$ cat config.mk
export PLATFORM = sky130hd
export DESIGN_NAME = pipe_stage_reg
export DESIGN_NICKNAME = d
export VERILOG_FILES = /design/src/rtl/pipe_stage_reg.sv
export SDC_FILE = /design/constraint.sdc
export NUM_CORES = 1
export LEC_CHECK = 0
export CAP_MARGIN = 20
export CORE_AREA = 2 2 185 187
export CTS_CLUSTER_SIZE = 10
export DETAILED_ROUTE_END_ITERATION = 6
export DIE_AREA = 0 0 187 189
export GPL_TIMING_DRIVEN = 0
export PLACE_DENSITY = 0.65
export SYNTH_ARGS = -nofsm -noshare
export SYNTH_HDL_FRONTEND = slang
export SYNTH_SLANG_ARGS = --single-unit
$ cat constraint.sdc
create_clock -name clk -period 4 [get_ports clk]
set_clock_uncertainty 0.15 [all_clocks]
set_input_delay 0.4 -clock clk [delete_from_list [all_inputs] [get_ports clk]]
set_output_delay 0.4 -clock clk [all_outputs]
set_load 0.05 [all_outputs]
$ cat src/rtl/pipe_stage_reg.sv
// pipe_stage_reg: valid/allowin pipeline register between two CPU stages, with
// flush, an optional two-entry skid buffer and a saturating stall counter.
module pipe_stage_reg #(
  parameter int DATA_W = 218,
  parameter int SKID   = 0,
  parameter int CNT_W  = 32
) (
  input  logic              clk,
  input  logic              resetn,
  input  logic              in_valid,
  input  logic [DATA_W-1:0] in_data,
  output logic              in_allowin,
  output logic              out_valid,
  output logic [DATA_W-1:0] out_data,
  input  logic              out_allowin,
  input  logic              flush,
  input  logic              cnt_clr,
  output logic [CNT_W-1:0]  stall_cnt
);

  localparam logic [CNT_W-1:0] CNT_ONE = CNT_W'(1);

  logic              main_valid, skid_valid;
  logic [DATA_W-1:0] main_data, skid_data;
  logic              main_valid_nx, skid_valid_nx;
  logic [DATA_W-1:0] main_data_nx, skid_data_nx;
  logic              accept, deliver;

  function automatic logic [CNT_W-1:0] sat_inc(input logic [CNT_W-1:0] v);
    return (&v) ? v : v + CNT_ONE;
  endfunction

  assign accept  = in_valid & in_allowin;
  assign deliver = main_valid & out_allowin;

  always_comb begin
    main_valid_nx = main_valid;
    main_data_nx  = main_data;
    skid_valid_nx = skid_valid;
    skid_data_nx  = skid_data;
    if (SKID == 0) begin
      if (accept) begin
        main_valid_nx = 1'b1;
        main_data_nx  = in_data;
      end else if (deliver) begin
        main_valid_nx = 1'b0;
      end
    end else begin
      // A full skid entry implies in_allowin=0, so no accept competes with the refill.
      if (skid_valid) begin
        if (deliver) begin
          main_data_nx  = skid_data;
          skid_valid_nx = 1'b0;
        end
      end else if (!main_valid || deliver) begin
        main_valid_nx = accept;
        if (accept) main_data_nx = in_data;
      end else if (accept) begin
        skid_valid_nx = 1'b1;
        skid_data_nx  = in_data;
      end
    end
    // Flush only kills valid bits; data flops keep whatever they loaded.
    if (flush) begin
      main_valid_nx = 1'b0;
      skid_valid_nx = 1'b0;
    end
  end

  always_ff @(posedge clk) begin
    if (!resetn) begin
      main_valid <= 1'b0;
      skid_valid <= 1'b0;
      main_data  <= '0;
      skid_data  <= '0;
    end else begin
      main_valid <= main_valid_nx;
      skid_valid <= skid_valid_nx;
      main_data  <= main_data_nx;
      skid_data  <= skid_data_nx;
    end
  end

  generate
    if (SKID != 0) begin : g_skid
      logic allow_q;
      // Registered so out_allowin never reaches in_allowin combinationally.
      always_ff @(posedge clk) begin
        if (!resetn) allow_q <= 1'b1;
        else         allow_q <= !skid_valid_nx;
      end
      assign in_allowin = allow_q;
    end else begin : g_noskid
      assign in_allowin = !main_valid | out_allowin;
    end
  endgenerate

  always_ff @(posedge clk) begin
    if (!resetn)                       stall_cnt <= '0;
    else if (cnt_clr)                  stall_cnt <= '0;
    else if (main_valid && !out_allowin) stall_cnt <= sat_inc(stall_cnt);
  end

  assign out_valid = main_valid;
  assign out_data  = main_data;

endmodule

# After elaboration in Yosys (flattened, before gate mapping)
# Cells that the tools add are included.
# word_totals
ram_bits	0
ff_bits	251
latchBits	0
word_cells	19
romBits	0
memories	0
input_bits	224
# op_classes
n_lt_le_gt_ge	0
mul	0
reduce_logical	8
n_bitwise	5
n_div	0
shift	0
add_sub_neg	1
muxes	2
eq_ne	0
# op_table
operator	count
adder 32 x 1 -> 32 bit, second input constant	1
AND reduction 32 bit	1
OR reduction 2 bit	2
AND 1 bit	2
zero test 1 bit	2
2-to-1 mux 1 bit	2
NOT 1 bit	2
AND reduction 2 bit	1
nonzero test 2 bit	1
logical AND 1 bit	1
bitwise OR 1 bit	1

# Longest topological paths before layout
# Gate-level depths: netlist (run 1).
# depth
ltp_word	4
depth_mapped	8

# Worst setup path after synthesis (run 1)
# OpenSTA, ideal clock, no wires.
# synth_path
path_type	flip-flop to flip-flop
start	register stall_cnt[0]
end	register stall_cnt[31]
path_buffers	1
setup_slack_ns	1.481
path_stages_with_launch	8
setup_time_ns	0.070
t_arrival_ns	2.299
period_less_slack_ns	2.519
required_time_ns	3.780
cell_sequence	dfxtp_1 > ha_1 > nand4_1 > or4_4 > o211ai_4 > buf_6 > o21ai_0 > a21oi_1
# synth_between
elab_chain_cells	3
word_cells_on_any_way	4
cone_classes	1 x add/sub; 1 x bitwise; 2 x reduce/logical
# synth_rtl
item	line	rtl
start, declared	18	output logic [CNT_W-1:0] stall_cnt
start signal, assigned	101	else if (main_valid && !out_allowin) stall_cnt <= sat_inc(stall_cnt);
parallel branches: the longest is 3 deep, another holds adder 32 x 1 -> 32 bit	n/a	
# Several ways; the timed one is not identified.
# A chain may end at the register's enable or synchronous reset.

# Worst setup path after layout (run 1)
# layout_path
start	input port out_allowin
end	register main_data[111] (netlist: out_data[111])
# layout_between
elab_chain_cells	2
# layout_rtl
item	line	rtl
start, declared	15	input logic out_allowin,
bitwise OR 1 bit	94	assign in_allowin = !main_valid | out_allowin;
AND 1 bit	33	assign accept = in_valid & in_allowin;
end signal, assigned	79	main_data <= main_data_nx;
end, declared	24	logic [DATA_W-1:0] main_data, skid_data;
# Every way passes these cells.

==> metrics.txt, run 1 <==
# TYPE chip_impl_metric gauge
chip_impl_info{name="status",value="complete, no violations"} 1
chip_impl_metric{name="viasPerCell",unit=""} 4.55
chip_impl_metric{name="syn2layout_area_growth",unit="%"} 63.5
chip_impl_metric{name="maxClockFrequency",unit="MHz"} 344
chip_impl_metric{name="antenna_found_initial",unit=""} 0
chip_impl_metric{name="whs",unit="ps"} 269
chip_impl_info{name="root_buffer",value="sky130_fd_sc_hd__clkbuf_16"} 1
chip_impl_metric{name="wl",unit="um"} 34500
chip_impl_metric{name="synthesis.area_per_instance",unit="um2"} 8.38
chip_impl_metric{name="port_buffers",unit=""} 475
chip_impl_metric{name="number_of_global_route_vias_before_repair",unit=""} 9472
chip_impl_metric{name="crit_required",unit="ps"} 4290
chip_impl_metric{name="wl_per_cell",unit="um"} 16.4
chip_impl_metric{name="post_cts_clock_slew_at_the_launch_and_capture_registers_of_the_worst_setup_and_hold_paths",unit="ps"} 50
chip_impl_metric{name="die_h",unit="um"} 189
chip_impl_info{name="final_cell_mix",value="sky130_fd_sc_hd__clkdlybuf4s50_1, sky130_fd_sc_hd__nand2_1, sky130_fd_sc_hd__dfxtp_1, sky130_fd_sc_hd__a21boi_0, sky130_fd_sc_hd__clkbuf_1"} 1
chip_impl_metric{name="die_w",unit="um"} 187
chip_impl_metric{name="io_pins",unit=""} 476
chip_impl_info{name="end_kind",value="register"} 1
chip_impl_metric{name="syn_inst",unit=""} 1144
chip_impl_metric{name="crit_fanout",unit=""} 10
chip_impl_metric{name="static-leakage-power",unit="nW"} 5.64
chip_impl_metric{name="place.detailed.instances",unit=""} 2067
chip_impl_metric{name="fraction_of_layout_cells_with_a_size_suffix_above_1",unit="%"} 3.20
chip_impl_info{name="critPathCapture",value="out_data[111]$_SDFFE_PN0P_"} 1
chip_impl_metric{name="pin_count_of_the_biggest_net_entering_global_routing",unit=""} 14
chip_impl_metric{name="clk_path_buf_depth",unit=""} 3
chip_impl_metric{name="grtUsageMet1",unit="%"} 19.7
chip_impl_metric{name="fin_crit",unit="ps"} 2910
chip_impl_metric{name="ant_nets",unit=""} 0
chip_impl_metric{name="worst-endpoint-arrival",unit="ps"} 3200
chip_impl_metric{name="number_of_max_cap_violations",unit=""} 0
chip_impl_metric{name="setup_total_negative_slack",unit="ps"} 0
chip_impl_info{name="critical_path.startpoint",value="out_allowin"} 1
chip_impl_metric{name="core",unit="mm2"} 0.0333
chip_impl_metric{name="reg2reg_slack",unit="ps"} 1110
chip_impl_info{name="regToRegEndpoint",value="out_data[111]$_SDFFE_PN0P_"} 1
chip_impl_metric{name="synth_sequential_area_ratio",unit="%"} 52.4
chip_impl_metric{name="worst_r2r_path_depth",unit=""} 8
chip_impl_metric{name="groute.usage.overall",unit="%"} 18.6
chip_impl_metric{name="hold_path_depth",unit=""} 3
chip_impl_metric{name="setup_viol",unit=""} 0
chip_impl_info{name="busiest_layer",value="met2"} 1
chip_impl_metric{name="clock_insertion_delay_worst_skew",unit="ps"} 530
chip_impl_metric{name="grtUsageMet3",unit="%"} 6.78
chip_impl_metric{name="slew_violations",unit=""} 0
chip_impl_metric{name="netlist-cell-type-count",unit=""} 42
chip_impl_metric{name="design.die.area",unit="mm2"} 0.0353
chip_impl_metric{name="rows",unit=""} 67
chip_impl_metric{name="postSynth.asyncResetShare",unit="%"} 0
chip_impl_info{name="tritoncts_clock_tree",value="built"} 1
chip_impl_metric{name="relSlewSlack",unit="%"} 44.8
chip_impl_metric{name="finalNonFillerCells",unit=""} 2103
chip_impl_metric{name="synth-seq-cells",unit=""} 251
chip_impl_info{name="crit_type",value="in -> reg"} 1
chip_impl_metric{name="hold_buffers",unit=""} 0
chip_impl_metric{name="power.density",unit="mW/mm2"} 397
chip_impl_info{name="timing.rr.start",value="out_valid$_SDFFE_PP0P_"} 1
chip_impl_metric{name="number_of_synthesized_flops_with_an_enable_pin",unit=""} 0
chip_impl_metric{name="setup_fix_bufs_post_cts",unit=""} 0
chip_impl_metric{name="ctsHtreeMaxLevel",unit=""} 1
chip_impl_metric{name="synthesis.nets",unit=""} 1369
chip_impl_metric{name="global_route.overflow_total",unit=""} 0
chip_impl_metric{name="netlist_area",unit="mm2"} 0.00958
chip_impl_metric{name="initialDrtViolationCount",unit=""} 309
chip_impl_metric{name="finalWeightedCongestion",unit=""} 0.872
chip_impl_metric{name="global_route.usage.met2",unit="%"} 34.3
chip_impl_metric{name="period_share",unit="%"} 72.7
chip_impl_metric{name="starting_density",unit="%"} 28.8
chip_impl_metric{name="power.ir.vdd_worst",unit="mV"} 0.413
chip_impl_info{name="worstSetupStartpointType",value="input pin"} 1
chip_impl_metric{name="hpwl",unit="um"} 26900
chip_impl_info{name="grt_setup_unrepaired",value="false"} 1
chip_impl_metric{name="finish.utilization",unit="%"} 47.1
chip_impl_info{name="most_common_cell_after_layout_fill_and_taps_aside",value="sky130_fd_sc_hd__clkdlybuf4s50_1"} 1
chip_impl_metric{name="antenna_cells_inserted",unit=""} 0
chip_impl_metric{name="cts.repair.resized",unit=""} 0
chip_impl_info{name="synth-main-ff-cell",value="sky130_fd_sc_hd__dfxtp_1"} 1
chip_impl_info{name="synthTopCellsByArea",value="sky130_fd_sc_hd__dfxtp_1, sky130_fd_sc_hd__nand2_1, sky130_fd_sc_hd__a21boi_0"} 1
chip_impl_metric{name="yosys.area.top_type_share",unit="%"} 52.4
chip_impl_metric{name="cts_buffers",unit=""} 29
chip_impl_metric{name="grt_pass1_wl",unit="um"} 52800
chip_impl_metric{name="fillers",unit=""} 3256
chip_impl_metric{name="ys_warn_count",unit=""} 0
chip_impl_info{name="hold_path.class",value="in -> reg"} 1
chip_impl_metric{name="clock_sinks",unit=""} 251
chip_impl_metric{name="num_vias",unit=""} 9563
chip_impl_metric{name="drt_pre_antenna_iters",unit=""} 4
chip_impl_metric{name="timing_hold_violations_final",unit=""} 0
chip_impl_metric{name="post-route-drc-count",unit=""} 0
chip_impl_info{name="cell_taking_the_most_area_after_synthesis",value="sky130_fd_sc_hd__dfxtp_1"} 1
chip_impl_metric{name="max_slew.worst_pin.slew",unit="ps"} 828
chip_impl_metric{name="number_of_nets_in_the_final_layout",unit=""} 1875
[sequential cells by signal (all words and copies together), names as in the netlist]
| name | count |
|---|---|
| out_data | 218 |
| stall_cnt | 32 |
| out_valid | 1 |
[area by class of cell]
type	instances	area, um2	area share [%]
Clock buffer	36	772	4.93
Multi-Input combinational cell	810	4230	27.0
Tap cell	448	561	3.58
Inverter	6	22.5	0.144
Sequential cell	251	5020	32.1
Timing Repair Buffer	475	4750	30.3
Buffer	77	312	1.99
[critical path, stage by stage]
cell and delay (ps):
sky130_fd_sc_hd__clkdlybuf4s50_1 450, sky130_fd_sc_hd__nand2b_1 90, sky130_fd_sc_hd__buf_2 220, sky130_fd_sc_hd__and2_1 180, sky130_fd_sc_hd__clkbuf_1 630, sky130_fd_sc_hd__clkbuf_1 600, sky130_fd_sc_hd__buf_2 330, sky130_fd_sc_hd__nand2_1 90
sky130_fd_sc_hd__a21boi_0 210
[kinds of logic after synthesis]
| group | count (synthesis) | share of synthesized area (%) |
|---|---|---|
| AO/OA/AOI/OAI | 273 | 20.6 |
| XOR/XNOR | 4 | 0.366 |
| adder cells (fa/ha/maj) | 1 | 0.131 |
| buffers and inverters | 83 | 3.49 |
| flip-flops | 251 | 52.4 |
| multiplexers | 3 | 0.313 |
| AND/OR/NAND/NOR | 529 | 22.7 |
[worst min path at each step]
stage	startpoint	endpoint	slack (ps)
2_1_floorplan	in_valid	out_valid$_SDFFE_PP0P_	380
3_3_place_gp	out_data[110]$_SDFFE_PN0P_	out_data[110]$_SDFFE_PN0P_	300
3_5_place_dp	out_data[147]$_SDFFE_PN0P_	out_data[147]$_SDFFE_PN0P_	310
4_1_cts	in_data[174]	out_data[174]$_SDFFE_PN0P_	240
5_1_grt	in_data[170]	out_data[170]$_SDFFE_PN0P_	250
6_report	in_data[132]	out_data[132]$_SDFFE_PN0P_	270
[Yosys cell counts (3+ instances only)]
library cell	n
sky130_fd_sc_hd__dfxtp_1	251
sky130_fd_sc_hd__or4_1	5
sky130_fd_sc_hd__clkbuf_1	61
sky130_fd_sc_hd__mux2i_1	3
sky130_fd_sc_hd__nand2_1	451
sky130_fd_sc_hd__nand3_1	10
sky130_fd_sc_hd__nand2b_1	4
sky130_fd_sc_hd__o211ai_1	3
sky130_fd_sc_hd__and4_1	3
sky130_fd_sc_hd__a21oi_1	23
sky130_fd_sc_hd__inv_1	6
sky130_fd_sc_hd__nand4_1	10
sky130_fd_sc_hd__nor2_1	13
sky130_fd_sc_hd__or3_1	18
sky130_fd_sc_hd__a21boi_0	218
sky130_fd_sc_hd__o31ai_1	4
sky130_fd_sc_hd__buf_2	12
sky130_fd_sc_hd__buf_1	3
sky130_fd_sc_hd__nor3_1	3
sky130_fd_sc_hd__o21ai_0	16
[power breakdown]
group          total [mW]  switching, mW  internal, mW
clock network        2.28          0.961          1.32
logic                1.25          0.751         0.499
registers            2.70         0.0667          2.63
[layer usage]
metal / share of wire [%] / vias up / routed length, um
met1: 38 / 4383 / 13100
met2: 50 / 336 / 17200
met5: 0 / - / 0
met3: 8.9 / 63 / 3060
li1: - / 4781 / -
met4: 3.3 / 0 / 1140
[metrics by stage]
step / area, um2 / worst slack, ps / power (mW)
final: 15700 / 1090 / 6.23
after global routing: 15700 / 855 / 6.48
after CTS: 15700 / 956 / 6.32
after detailed placement: 14900 / 455 / 4.01
after global placement: 14900 / 494 / 4.00
after floorplan: 9580 / 1480 / 3.42
No activity file was read; power rests on OpenSTA's default activity.
==> inputs of run 2 (changes only) <==
--- a/config.mk
+++ b/config.mk
@@ -11,7 +11,7 @@
 export DETAILED_ROUTE_END_ITERATION = 6
 export DIE_AREA = 0 0 187 189
 export GPL_TIMING_DRIVEN = 0
-export PLACE_DENSITY = 0.65
+export PLACE_DENSITY = 0.67
 export SYNTH_ARGS = -nofsm -noshare
 export SYNTH_HDL_FRONTEND = slang
 export SYNTH_SLANG_ARGS = --single-unit
==> constraint.sdc (replaced) <==
create_clock -name clk -period 2.44 [get_ports clk]
set_clock_uncertainty 0.15 [all_clocks]
set_input_delay 0.244 -clock clk [delete_from_list [all_inputs] [get_ports clk]]
set_output_delay 0.244 -clock clk [all_outputs]
set_load 0.05 [all_outputs]
==> run 2 against run 1 <==
Effect of this change: total power is 68% higher; clock power increased by 76%; die area unchanged; non-clock buffer count increased by 2; global-route usage down 0.11 points; critical path depth down 8; combinational power up 64%; worst hold slack lost 190 ps; first-iteration DRC count up 1.3%.
==> metrics.txt, run 2 (synthesis results as in run 1) <==
# TYPE chip_impl_metric gauge
chip_impl_metric{name="power.density",unit="mW/mm2"} 664
chip_impl_metric{name="reg2reg_slack",unit="ps"} 220
chip_impl_info{name="crit_type",value="reg -> out"} 1
chip_impl_metric{name="static-leakage-power",unit="nW"} 5.69
chip_impl_metric{name="post_cts_clock_slew_at_the_launch_and_capture_registers_of_the_worst_setup_and_hold_paths",unit="ps"} 60
chip_impl_metric{name="rows",unit=""} 67
chip_impl_metric{name="power.share.switching",unit="%"} 28.9
chip_impl_metric{name="design.die.area",unit="mm2"} 0.0353
chip_impl_metric{name="finalWeightedCongestion",unit=""} 0.872
chip_impl_metric{name="pin_count_of_the_biggest_net_entering_global_routing",unit=""} 20
chip_impl_metric{name="fin_crit",unit="ps"} 2300
chip_impl_metric{name="flip_flop_count_of_the_largest_register_all_copies_and_words_added",unit=""} 218
chip_impl_info{name="hold_start",value="in_data[191]"} 1
chip_impl_metric{name="wl",unit="um"} 34500
chip_impl_metric{name="wl_per_cell",unit="um"} 16.4
chip_impl_metric{name="setup_viol",unit=""} 0
chip_impl_metric{name="place.detailed.instances",unit=""} 2067
chip_impl_metric{name="power.ir.vdd_worst",unit="mV"} 0.613
chip_impl_metric{name="clock_sinks",unit=""} 251
chip_impl_metric{name="hold_path_depth",unit=""} 3
chip_impl_metric{name="crit_fanout",unit=""} 6
chip_impl_info{name="timing.rr.start",value="out_valid$_SDFFE_PP0P_"} 1
chip_impl_metric{name="drt_pre_antenna_iters",unit=""} 4
chip_impl_metric{name="hpwl",unit="um"} 26600
chip_impl_metric{name="detailed_place.area",unit="mm2"} 0.0149
chip_impl_info{name="most_common_cell_after_layout_fill_and_taps_aside",value="sky130_fd_sc_hd__clkdlybuf4s50_1"} 1
chip_impl_metric{name="setup_total_negative_slack",unit="ps"} 0
chip_impl_metric{name="port_buffers",unit=""} 475
chip_impl_info{name="hold_path.class",value="in -> reg"} 1
chip_impl_metric{name="viasPerCell",unit=""} 4.56
chip_impl_metric{name="global_route.overflow_total",unit=""} 0
chip_impl_metric{name="total_power",unit="mW"} 10.5
chip_impl_metric{name="worst_r2r_path_depth",unit=""} 8
chip_impl_metric{name="power.internal",unit="mW"} 7.45
chip_impl_info{name="cpLargestDelayFamily",value="buffers and inverters"} 1
chip_impl_metric{name="die_w",unit="um"} 187
chip_impl_metric{name="ant_nets",unit=""} 0
chip_impl_metric{name="relSlewSlack",unit="%"} 52.1
chip_impl_metric{name="antenna_found_initial",unit=""} 1
chip_impl_metric{name="final_area",unit="mm2"} 0.0158
chip_impl_metric{name="die_h",unit="um"} 189
chip_impl_metric{name="timing_hold_violations_final",unit=""} 0
chip_impl_info{name="root_buffer",value="sky130_fd_sc_hd__clkbuf_16"} 1
chip_impl_metric{name="max_slew.worst_pin.slew",unit="ps"} 718
chip_impl_info{name="regToRegEndpoint",value="out_data[85]$_SDFFE_PN0P_"} 1
chip_impl_metric{name="num_vias",unit=""} 9615
chip_impl_info{name="hold_end",value="out_data[191]$_SDFFE_PN0P_"} 1
chip_impl_info{name="timing.critical_path.cells",value="clkdlybuf4s50_1"} 1
chip_impl_metric{name="maxClockFrequency",unit="MHz"} 435
chip_impl_metric{name="worst-endpoint-arrival",unit="ps"} 1910
chip_impl_metric{name="clock_insertion_delay_worst_skew",unit="ps"} 560
chip_impl_metric{name="period_share",unit="%"} 94.3
chip_impl_metric{name="ctsHtreeMaxLevel",unit=""} 1
chip_impl_metric{name="core",unit="mm2"} 0.0333
chip_impl_metric{name="crit_required",unit="ps"} 2050
chip_impl_metric{name="number_of_global_route_vias_before_repair",unit=""} 9407
chip_impl_metric{name="clock_power_share",unit="%"} 38.3
chip_impl_info{name="final_cell_mix",value="sky130_fd_sc_hd__clkdlybuf4s50_1, sky130_fd_sc_hd__nand2_1, sky130_fd_sc_hd__dfxtp_1, sky130_fd_sc_hd__a21boi_0, sky130_fd_sc_hd__clkbuf_1"} 1
chip_impl_metric{name="critical_path.n_buffers_inverters",unit=""} 1
chip_impl_metric{name="post-route-drc-count",unit=""} 0
chip_impl_metric{name="hold_buffers",unit=""} 0
chip_impl_metric{name="slew_violations",unit=""} 0
chip_impl_metric{name="starting_density",unit="%"} 28.8
chip_impl_metric{name="antenna_cells_inserted",unit=""} 0
chip_impl_metric{name="initialDrtViolationCount",unit=""} 313
chip_impl_info{name="status",value="complete, no violations"} 1
chip_impl_metric{name="groute.usage.overall",unit="%"} 18.5
chip_impl_metric{name="pwr-share-comb",unit="%"} 19.5
chip_impl_metric{name="number_of_max_cap_violations",unit=""} 0
chip_impl_metric{name="cts_buffers",unit=""} 30
chip_impl_metric{name="clk_path_buf_depth",unit=""} 3
chip_impl_info{name="tritoncts_clock_tree",value="built"} 1
chip_impl_metric{name="power.share.sequential",unit="%"} 42.2
chip_impl_metric{name="fraction_of_layout_cells_with_a_size_suffix_above_1",unit="%"} 4.04
chip_impl_metric{name="number_of_nets_in_the_final_layout",unit=""} 1878
chip_impl_metric{name="grt_pass1_wl",unit="um"} 52300
chip_impl_metric{name="cpPeakStageDelay",unit="ps"} 900
chip_impl_metric{name="netSwitchingPower",unit="mW"} 3.02
chip_impl_info{name="worstSetupStartpointType",value="register"} 1
chip_impl_info{name="cpMaxStageDelayCell",value="sky130_fd_sc_hd__clkdlybuf4s50_1"} 1
chip_impl_metric{name="io_pins",unit=""} 476
chip_impl_info{name="end_kind",value="primary output"} 1
chip_impl_metric{name="syn2layout_area_growth",unit="%"} 64.6
chip_impl_metric{name="finalNonFillerCells",unit=""} 2108
## run 2: changes by cell type in the layout (fill, tap and decap cells not counted), sizes merged
cell           change
buf                +4
bufinv             +1
clkbuf             -3
clkdlybuf4s50      -1
clkinv             +3
dlygate4sd2        +1
## run 2: how the worst max path moves through the flow
stage	start	endpoint	slack (ps)	depth (start not counted)
4_1_cts	out_valid$_SDFFE_PP0P_	out_data[85]$_SDFFE_PN0P_	80	8
5_1_grt	out_valid$_SDFFE_PP0P_	out_data[80]$_SDFFE_PN0P_	-0.06	8
3_5_place_dp	out_allowin	out_data[135]$_SDFFE_PN0P_	-880	9
6_report	stall_cnt[4]$_SDFFE_PP0P_	stall_cnt[4]	140	1
2_1_floorplan	stall_cnt[3]$_SDFFE_PP0P_	stall_cnt[31]$_SDFFE_PP0P_	100	6
3_3_place_gp	out_allowin	out_data[128]$_SDFFE_PN0P_	-900	9
## run 2: power by group through the flow
stage / combinational (mW) / sequential, mW / clock, mW
finish: 2.05 / 4.42 / 4.01
global route: 2.16 / 4.44 / 4.31
CTS: 2.07 / 4.42 / 4.15
detailed placement: 2.06 / 4.51 / 0
global placement: 2.05 / 4.50 / 0
floorplan: 0.392 / 5.21 / 0
## run 2: worst register-to-register path, stage by stage, from the launching register on
cell and delay [ps]:
sky130_fd_sc_hd__dfxtp_1 320, sky130_fd_sc_hd__nand2b_1 60, sky130_fd_sc_hd__buf_2 230, sky130_fd_sc_hd__and2_1 180, sky130_fd_sc_hd__buf_2 320, sky130_fd_sc_hd__clkbuf_4 340, sky130_fd_sc_hd__buf_2 270, sky130_fd_sc_hd__nand2_1 80
sky130_fd_sc_hd__a21boi_0 160
## run 2: routing by layer
layer  track usage (%)  up-vias  routed length (um)
met2              33.8      388               17000
met1              19.9     4383               13100
met3              6.88       57                3510
met4              5.10        2                 852
met5                 0        -                  13
li1                  -     4785                   -
## run 2: timing repair
| item | CTS | global route |
|---|---|---|
| buffers inserted | 0 | 3 |
| resized for setup | 3 | 7 |
| pin swaps | 0 | 2 |
| cloned | 0 | 0 |
| endpoints found under the setup margin | 111 | 39 |
## run 2: stage by stage
stage	utilization, %	hold WS, ps	worst slack, ps
after global routing	47.4	68.3	-0.0582
final	47.4	82.0	140
after detailed placement	44.8	305	-878
after floorplan	-	219	103
after global placement	44.8	299	-900
after CTS	47.3	46.5	81.7
## run 2: cell type report
class                   count  area [um2]
fillers                  3236       17500
inverters                   6        22.5
repair buffers            478        4780
clock inverters             4        60.1
clock buffers              35         779
flip-flops and latches    251        5030
multi-input cells         810        4240
plain buffers              76         314
well taps                 448         561
